===== src/rtl/serial_master_port.sv =====
// Master-side serial bus port: takes one parallel read/write command, requests
// the bus, serializes the frame, collects read data and returns one response.
module serial_master_port #(
  parameter int ADDR_W  = 8,
  parameter int DATA_W  = 8,
  parameter int TIMEOUT = 64
) (
  input  logic              clk_i,
  input  logic              rst_i,
  input  logic              cmd_valid_i,
  output logic              cmd_ready_o,
  input  logic              cmd_write_i,
  input  logic [ADDR_W-1:0] cmd_addr_i,
  input  logic [DATA_W-1:0] cmd_wdata_i,
  output logic              rsp_valid_o,
  output logic              rsp_err_o,
  output logic [DATA_W-1:0] rsp_rdata_o,
  output logic              req_o,
  input  logic              gnt_i,
  output logic              frame_active_o,
  output logic              sdata_o,
  output logic              svalid_o,
  input  logic              sdata_i,
  input  logic              svalid_i
);

  localparam int FRAME_W = 1 + ADDR_W + DATA_W;
  localparam int CNT_W   = $clog2(FRAME_W + 1);
  localparam int IDLE_W  = $clog2(TIMEOUT + 1);

  localparam logic [2:0] S_IDLE = 3'd0;
  localparam logic [2:0] S_REQ  = 3'd1;
  localparam logic [2:0] S_TX   = 3'd2;
  localparam logic [2:0] S_RX   = 3'd3;
  localparam logic [2:0] S_RESP = 3'd4;

  logic [2:0]         state_q, state_d;
  logic               write_q, write_d;
  logic [FRAME_W-1:0] tx_q, tx_d;
  logic [CNT_W-1:0]   bit_cnt_q, bit_cnt_d;
  logic [IDLE_W-1:0]  idle_q, idle_d;
  logic [DATA_W-1:0]  rx_q, rx_d;
  logic               err_q, err_d;
  logic [DATA_W-1:0]  rdata_q, rdata_d;

  logic [CNT_W-1:0]   tx_last;
  logic [DATA_W-1:0]  rx_shift;

  assign tx_last  = write_q ? CNT_W'(FRAME_W - 1) : CNT_W'(ADDR_W);
  assign rx_shift = {sdata_i, rx_q[DATA_W-1:1]};

  // NOTE: every next-state variable gets its default first, so no path through
  // the case statement can leave one unassigned and infer a latch.
  always_comb begin
    state_d   = state_q;
    write_d   = write_q;
    tx_d      = tx_q;
    bit_cnt_d = bit_cnt_q;
    idle_d    = idle_q;
    rx_d      = rx_q;
    err_d     = err_q;
    rdata_d   = rdata_q;
    case (state_q)
      S_IDLE: begin
        if (cmd_valid_i) begin
          write_d   = cmd_write_i;
          tx_d      = {cmd_wdata_i, cmd_addr_i, cmd_write_i};
          bit_cnt_d = '0;
          idle_d    = '0;
          rx_d      = '0;
          err_d     = 1'b0;
          rdata_d   = '0;
          state_d   = S_REQ;
        end
      end
      S_REQ: begin
        if (gnt_i) state_d = S_TX;
      end
      S_TX: begin
        if (!gnt_i) begin
          err_d   = 1'b1;
          rdata_d = '0;
          state_d = S_RESP;
        end else begin
          tx_d      = tx_q >> 1;
          bit_cnt_d = bit_cnt_q + 1'b1;
          if (bit_cnt_q == tx_last) begin
            bit_cnt_d = '0;
            state_d   = write_q ? S_RESP : S_RX;
          end
        end
      end
      S_RX: begin
        if (!gnt_i) begin
          err_d   = 1'b1;
          rdata_d = '0;
          state_d = S_RESP;
        end else if (svalid_i) begin
          // A valid bit wins over a coincident timeout.
          rx_d      = rx_shift;
          bit_cnt_d = bit_cnt_q + 1'b1;
          idle_d    = '0;
          if (bit_cnt_q == CNT_W'(DATA_W - 1)) begin
            err_d   = 1'b0;
            rdata_d = rx_shift;
            state_d = S_RESP;
          end
        end else begin
          idle_d = idle_q + 1'b1;
          if (idle_q == IDLE_W'(TIMEOUT - 1)) begin
            err_d   = 1'b1;
            rdata_d = '0;
            state_d = S_RESP;
          end
        end
      end
      S_RESP:  state_d = S_IDLE;
      default: state_d = S_IDLE;
    endcase
  end

  // NOTE: reset is asynchronous so a mid-frame reset releases the bus at once,
  // without waiting for a clock edge.
  always_ff @(posedge clk_i or posedge rst_i) begin
    if (rst_i) begin
      state_q   <= S_IDLE;
      write_q   <= 1'b0;
      tx_q      <= '0;
      bit_cnt_q <= '0;
      idle_q    <= '0;
      rx_q      <= '0;
      err_q     <= 1'b0;
      rdata_q   <= '0;
    end else begin
      state_q   <= state_d;
      write_q   <= write_d;
      tx_q      <= tx_d;
      bit_cnt_q <= bit_cnt_d;
      idle_q    <= idle_d;
      rx_q      <= rx_d;
      err_q     <= err_d;
      rdata_q   <= rdata_d;
    end
  end

  assign cmd_ready_o    = (state_q == S_IDLE);
  assign req_o          = (state_q == S_REQ) || (state_q == S_TX) || (state_q == S_RX);
  assign frame_active_o = (state_q == S_TX) || (state_q == S_RX);
  assign svalid_o       = (state_q == S_TX);
  assign sdata_o        = (state_q == S_TX) && tx_q[0];
  assign rsp_valid_o    = (state_q == S_RESP);
  assign rsp_err_o      = err_q;
  assign rsp_rdata_o    = rdata_q;

endmodule

===== config.mk =====
export PLATFORM = sky130hd
export DESIGN_NAME = serial_master_port
export DESIGN_NICKNAME = d
export VERILOG_FILES = /design/src/rtl/serial_master_port.sv
export SDC_FILE = /design/constraint.sdc
export NUM_CORES = 1
export LEC_CHECK = 0
export ABC_AREA = 0
export CORE_UTILIZATION = 50
export DETAILED_ROUTE_END_ITERATION = 10
export DONT_BUFFER_PORTS = 1
export GPL_ROUTABILITY_DRIVEN = 0
export GPL_TIMING_DRIVEN = 0
export PLACE_DENSITY_LB_ADDON = 0.2
export SYNTH_ARGS = -nofsm -noshare
export SYNTH_HDL_FRONTEND = slang
export SYNTH_SLANG_ARGS = --single-unit

===== constraint.sdc =====
create_clock -name clk_i -period 1.9 [get_ports clk_i]
set_input_delay 0.285 -clock clk_i [delete_from_list [all_inputs] [get_ports clk_i]]
set_output_delay 0.285 -clock clk_i [all_outputs]
set_load 0.005 [all_outputs]

Word-level counts from Yosys, hierarchy flattened
Index checks and enable logic that the tools add are counted.
{ "totals": {"output_inout_bits": 15, "word_cells": 82, "ff_bits": 50, "input_bits": 23} }
{ "classes": {"n_reduce_logical": 15, "eq_ne": 16, "add_sub_neg": 2, "mux": 41} }
{ "op_table": {"columns": ["operator", "count"], "rows": [
  ["8-bit two-way mux", 8],
  ["17-bit two-way mux", 2],
  ["17-bit one-hot mux with 2 select lines", 1],
  ["5-bit two-way mux", 6],
  ["3-bit two-way mux", 9],
  ["8-bit one-hot mux with 3 select lines", 1],
  ["7-bit two-way mux", 3],
  ["8-bit one-hot mux with 2 select lines", 1],
  ["5-bit one-hot mux with 3 select lines", 1],
  ["5-bit AND reduction", 3],
  ["7-bit one-hot mux with 2 select lines", 1],
  ["2-bit inequality test (second input constant)", 6],
  ["3-bit one-hot mux with 4 select lines", 1],
  ["4-bit inequality test (second input constant)", 2],
  ["7-bit by 1-bit adder with 7-bit output (second input constant)", 1],
  ["7-bit by 6-bit equality test with 1-bit output (second input constant)", 1],
  ["3-bit by 2-bit equality test with 1-bit output (second input constant)", 2],
  ["1-bit two-way mux", 6],
  ["3-bit AND reduction", 2],
  ["5-bit by 1-bit adder with 5-bit output (second input constant)", 1],
  ["5-bit by 3-bit equality test with 1-bit output (second input constant)", 1],
  ["5-bit equality test", 1],
  ["4-bit AND reduction", 1],
  ["2-bit nonzero test", 2],
  ["9 further kinds", 11]
]} }

Logic depth before layout (Yosys ltp)
{ "depth": {"depth_word": 5, "ltp_mapped": 6, "depth_no_buf": 6} }

Worst setup path after synthesis
No wires, ideal clock.
{ "synth_path": {"path_kind": "register to register", "start": "reg idle_q[0]", "end": "reg rdata_q[2] (netlist: rsp_rdata_o[2])", "stages_incl_launch_ff": 6, "n_path_buf": 0, "period_less_slack_ps": 1725, "path_slack_ps": 175, "arrival_ps": 1597, "t_required_ps": 1772, "setup_ps": 128, "cell_sequence": "dfrtp_1 ha_1 nand3_1 o311ai_1 nand3_2 mux2_1"} }
{ "synth_via": {"elab_chain_len": 3} }
{ "synth_rtl": {"columns": ["item", "line_no", "rtl"], "rows": [
  ["from (decl)", "41", "logic [IDLE_W-1:0] idle_q, idle_d;"],
  ["from (signal assigned)", "139", "idle_q <= idle_d;"],
  ["7-bit by 6-bit equality test with 1-bit output", "110", "if (idle_q == IDLE_W'(TIMEOUT - 1)) begin"],
  ["4-bit inequality test (no line)", null, null],
  ["5-bit AND reduction (no line)", null, null],
  ["to (signal assigned)", "142", "rdata_q <= rdata_d;"],
  ["to (decl)", "44", "logic [DATA_W-1:0] rdata_q, rdata_d;"]
]} }
Every way passes these cells.
A chain may end at the register's enable or synchronous reset.

Worst setup path in the final report
{ "layout_path": {"start": "reg state_q[2]", "end": "reg rdata_q[6] (netlist: rsp_rdata_o[6])"} }
{ "layout_via": {"elab_chain_len": 3, "word_cells_on_any_way": 10, "cone_classes": "eq/ne: 6; mux: 1; reduce/logical: 3"} }
{ "layout_rtl": {"columns": ["item", "line_no", "rtl"], "rows": [
  ["from (decl)", "37", "logic [2:0] state_q, state_d;"],
  ["from (signal assigned)", "135", "state_q <= state_d;"],
  ["3-bit by 2-bit equality test with 1-bit output or 3-bit logical NOT (tied branches)", "63", "case (state_q)"],
  ["4-bit inequality test (no line), or another cell as far along", null, null],
  ["5-bit AND reduction (no line)", null, null]
]} }
Parallel ways exist; a longest one is shown, timed or not.

==> out/qor.csv <==
metric;value;unit
status;completed;
ff_latch_area;1230;um2
cp_num_buf_inv;2;
crit_chain;nor4bb_2 > buf_4 > o311ai_2 > nand3_2 > buf_4 > mux2_2;
grt_pass1_vias;1730;
setup_tns;0;ps
drt_iter0_drc;130;
ant_nets;0;
wl_per_cell;15.6;um
maxSlewViolCount;0;
placed_area;2530;um2
highest_layer;met4;
detail_route.vias_per_cell;5.69;
worst_pin_slew;522;ps
power;3560;uW
dr.pass1.iters;4;
design.die.area;5160;um2
synth_top_area_cell;dfrtp_1;
grt-ovfl-total;0;
antenna_found_initial;0;
powerDensity;1330;nW/um2
finalInstanceArea;2690;um2
yosysWarnings;0;
grt_setup_unrepaired;yes;
coreArea;4690;um2
max_clock_freq;545;MHz
slew_headroom;65.2;%
num_rows;25;
worstPathMaxFanout;9;
syn-cell-area;2440;um2
syn_to_final_growth;10.2;%
end_kind;register;
cp-start-kind;register;
clock-skew-final;6.73;ps
vias;1717;
clock-root-buffer;clkbuf_8;
setup_viol;0;
cpPeakStageDelay;460;ps
port_buffers;0;
wl_met2;2.08;mm
drive_above_1_share;15.3;%
cap_viol_max_count;0;
synth_nets;265;
clk_pin_slew_worst_paths;90;ps
drt-met1-wl;2.26;mm
p_leak;0.00127;uW
syn_inst;239;
grt_pass1_wl;7.91;mm
io_pins;38;
netlist_top_cells_area;dfrtp_1 50%, mux2i_1 7.4%, o21ai_0 6.4%;
dieWidth;71.8;um
grt_usage;20.2;%
die_y;71.8;um
drc;0;
period_share;96.6;%
hold_class;input pin to register;
path_delay_family;flip-flops;
initial_core_util;52.0;%
slowest_stage;dfrtp_2;
worst_ep_required_time;2090;ps
grt_max_degree;27;
critPathKind;register to register;
dp_hpwl;3.27;mm
critPathMostFrequentCell;buf_4;
multi_input_area;1150;um2
worst_hold_slack;126;ps
min_period;1830;ps
vdd_ir_drop_max;0.724;mV
cp.arrival;2020;ps
htree_num_levels;2;
syn_area_per_cell;10.2;um2
utilization;57.3;%
cts_tree;yes;
numCtsBuffers;5;
yosysSeqAreaShare;50.3;%
met3_length;319;um
fill_cells;413;
cts.sinks;49;
hold_viol_final;0;
synthDistinctLibCells;43;
diodes;0;
clock_latency;300;ps
ys_ff_latch;49;
nets;274;
cts_buffer_depth;2;
wirelength;4.71;mm
yosysTopAreaCellShare;50.3;%
-- worst paths after layout --
check | from | end | slack (ps) | depth (start not counted)
hold reg to reg | rx_q[1]$_DFFE_PP0P_ | rx_q[1]$_DFFE_PP0P_ | 470 | 1
min in group asynchronous | rst_i | rsp_rdata_o[2]$_DFFE_PP0P_ | 480 | 2
setup reg to reg | state_q[2]$_DFFE_PP0P_ | rsp_rdata_o[6]$_DFFE_PP0P_ | 70 | 6
hold / removal | cmd_write_i | write_q$_DFFE_PP0P_ | 130 | 1
max in group asynchronous | rst_i | state_q[2]$_DFFE_PP0P_ | 910 | 3
setup / recovery | state_q[2]$_DFFE_PP0P_ | rsp_rdata_o[6]$_DFFE_PP0P_ | 70 | 6
-- state kept, by name, summed over array words and instances, names as in the netlist --
signal,count
bit_cnt_q,5
state_q,3
write_q,1
idle_q,7
rsp_err_o,1
rsp_rdata_o,8
tx_q,17
rx_q,7
-- area by class of cell --
class / count / area share, %
plain buffers: 12 / 2.56
clock inverters: 2 / 1.30
inverters: 7 / 0.978
well taps: 54 / 2.52
clock buffers: 5 / 2.56
multi-input cells: 169 / 42.7
repair buffers: 4 / 1.68
flip-flops and latches: 49 / 45.7
-- where the power goes --
group          switching (uW)  total (uW)  internal (uW)
clock network             333         715            383
registers                 181        1490           1310
logic                     785        1360            570
total                    1300        3560           2260
-- cells in the mapped netlist --
cell type	number
dfrtp_1	49
o21ai_0	31
nand2_1	27
mux2i_1	18
and3_1	9
clkbuf_1	9
mux2_2	9
nand3_1	9
a21o_1	8
inv_1	7
and2_1	5
nand2b_1	5
nor2_1	5
o21ai_1	5
nor3b_1	4
buf_2	3
ha_1	3
nor2b_1	3
o31ai_1	3
o311ai_1	2
or3_1	2
xor2_1	2
a21boi_0	1
a21oi_1	1
a22o_1	1
a31oi_1	1
a32oi_1	1
and3b_1	1
buf_4	1
buf_6	1
mux2_1	1
nand3_2	1
nand4_1	1
nand4bb_1	1
nor2_4	1
nor3_1	1
nor3_2	1
nor4bb_1	1
o21a_1	1
o22ai_1	1
or2_2	1
or3b_1	1
or4_1	1
-- worst reg2reg max path, stage by stage (launching register included) --
cell and delay [ps]:
dfrtp_2 460, nor4bb_2 290, buf_4 200, o311ai_2 130
nand3_2 100, buf_4 190, mux2_2 350
-- cell usage in the layout (no fill, tap or decap), drive strengths merged, types with 2 or more instances in the layout --
cell and instances:
a21o 8, and2 5, and3 9, buf 9, clkbuf 11, dfrtp 49
ha 3, inv 7, mux2 10, mux2i 18, nand2 27, nand2b 5
nand3 10, nor2 6, nor2b 3, nor3 2, nor3b 4, o21ai 36
o311ai 2, o31ai 3, or3 2, xor2 2
-- logic make-up after synthesis --
family,Yosys count,share of synthesized area (%)
buffers and inverters,21,3.85
muxes,28,12.0
AOI/OAI and AO/OA,56,13.5
DFF,49,50.3
xor gates and xnor gates,2,0.718
and+or+nand+nor,80,18.1
adders and majority gates,3,1.54
-- timing repair --
action,in CTS,in global routing
resized for setup,3,10
buffers inserted,2,0
pin swaps,2,2
endpoints found under the setup margin,11,16
hold buffers,1,0
hold endpoints to repair,23,0
-- stage by stage --
stage | cells | worst slack, ps
after global routing | 302 | -26.1
after detailed placement | 294 | -146
after CTS | 302 | 23.7
final | 302 | 65.2
after global placement | 293 | -133
after floorplan | 239 | 175
-- per-layer routing --
layer	vias up	track usage (%)
met5	-	0
met2	45	30.2
li1	855	-
met1	812	27.8
met4	0	8.71
met3	5	5.20
No activity file was read; power rests on OpenSTA's default activity.
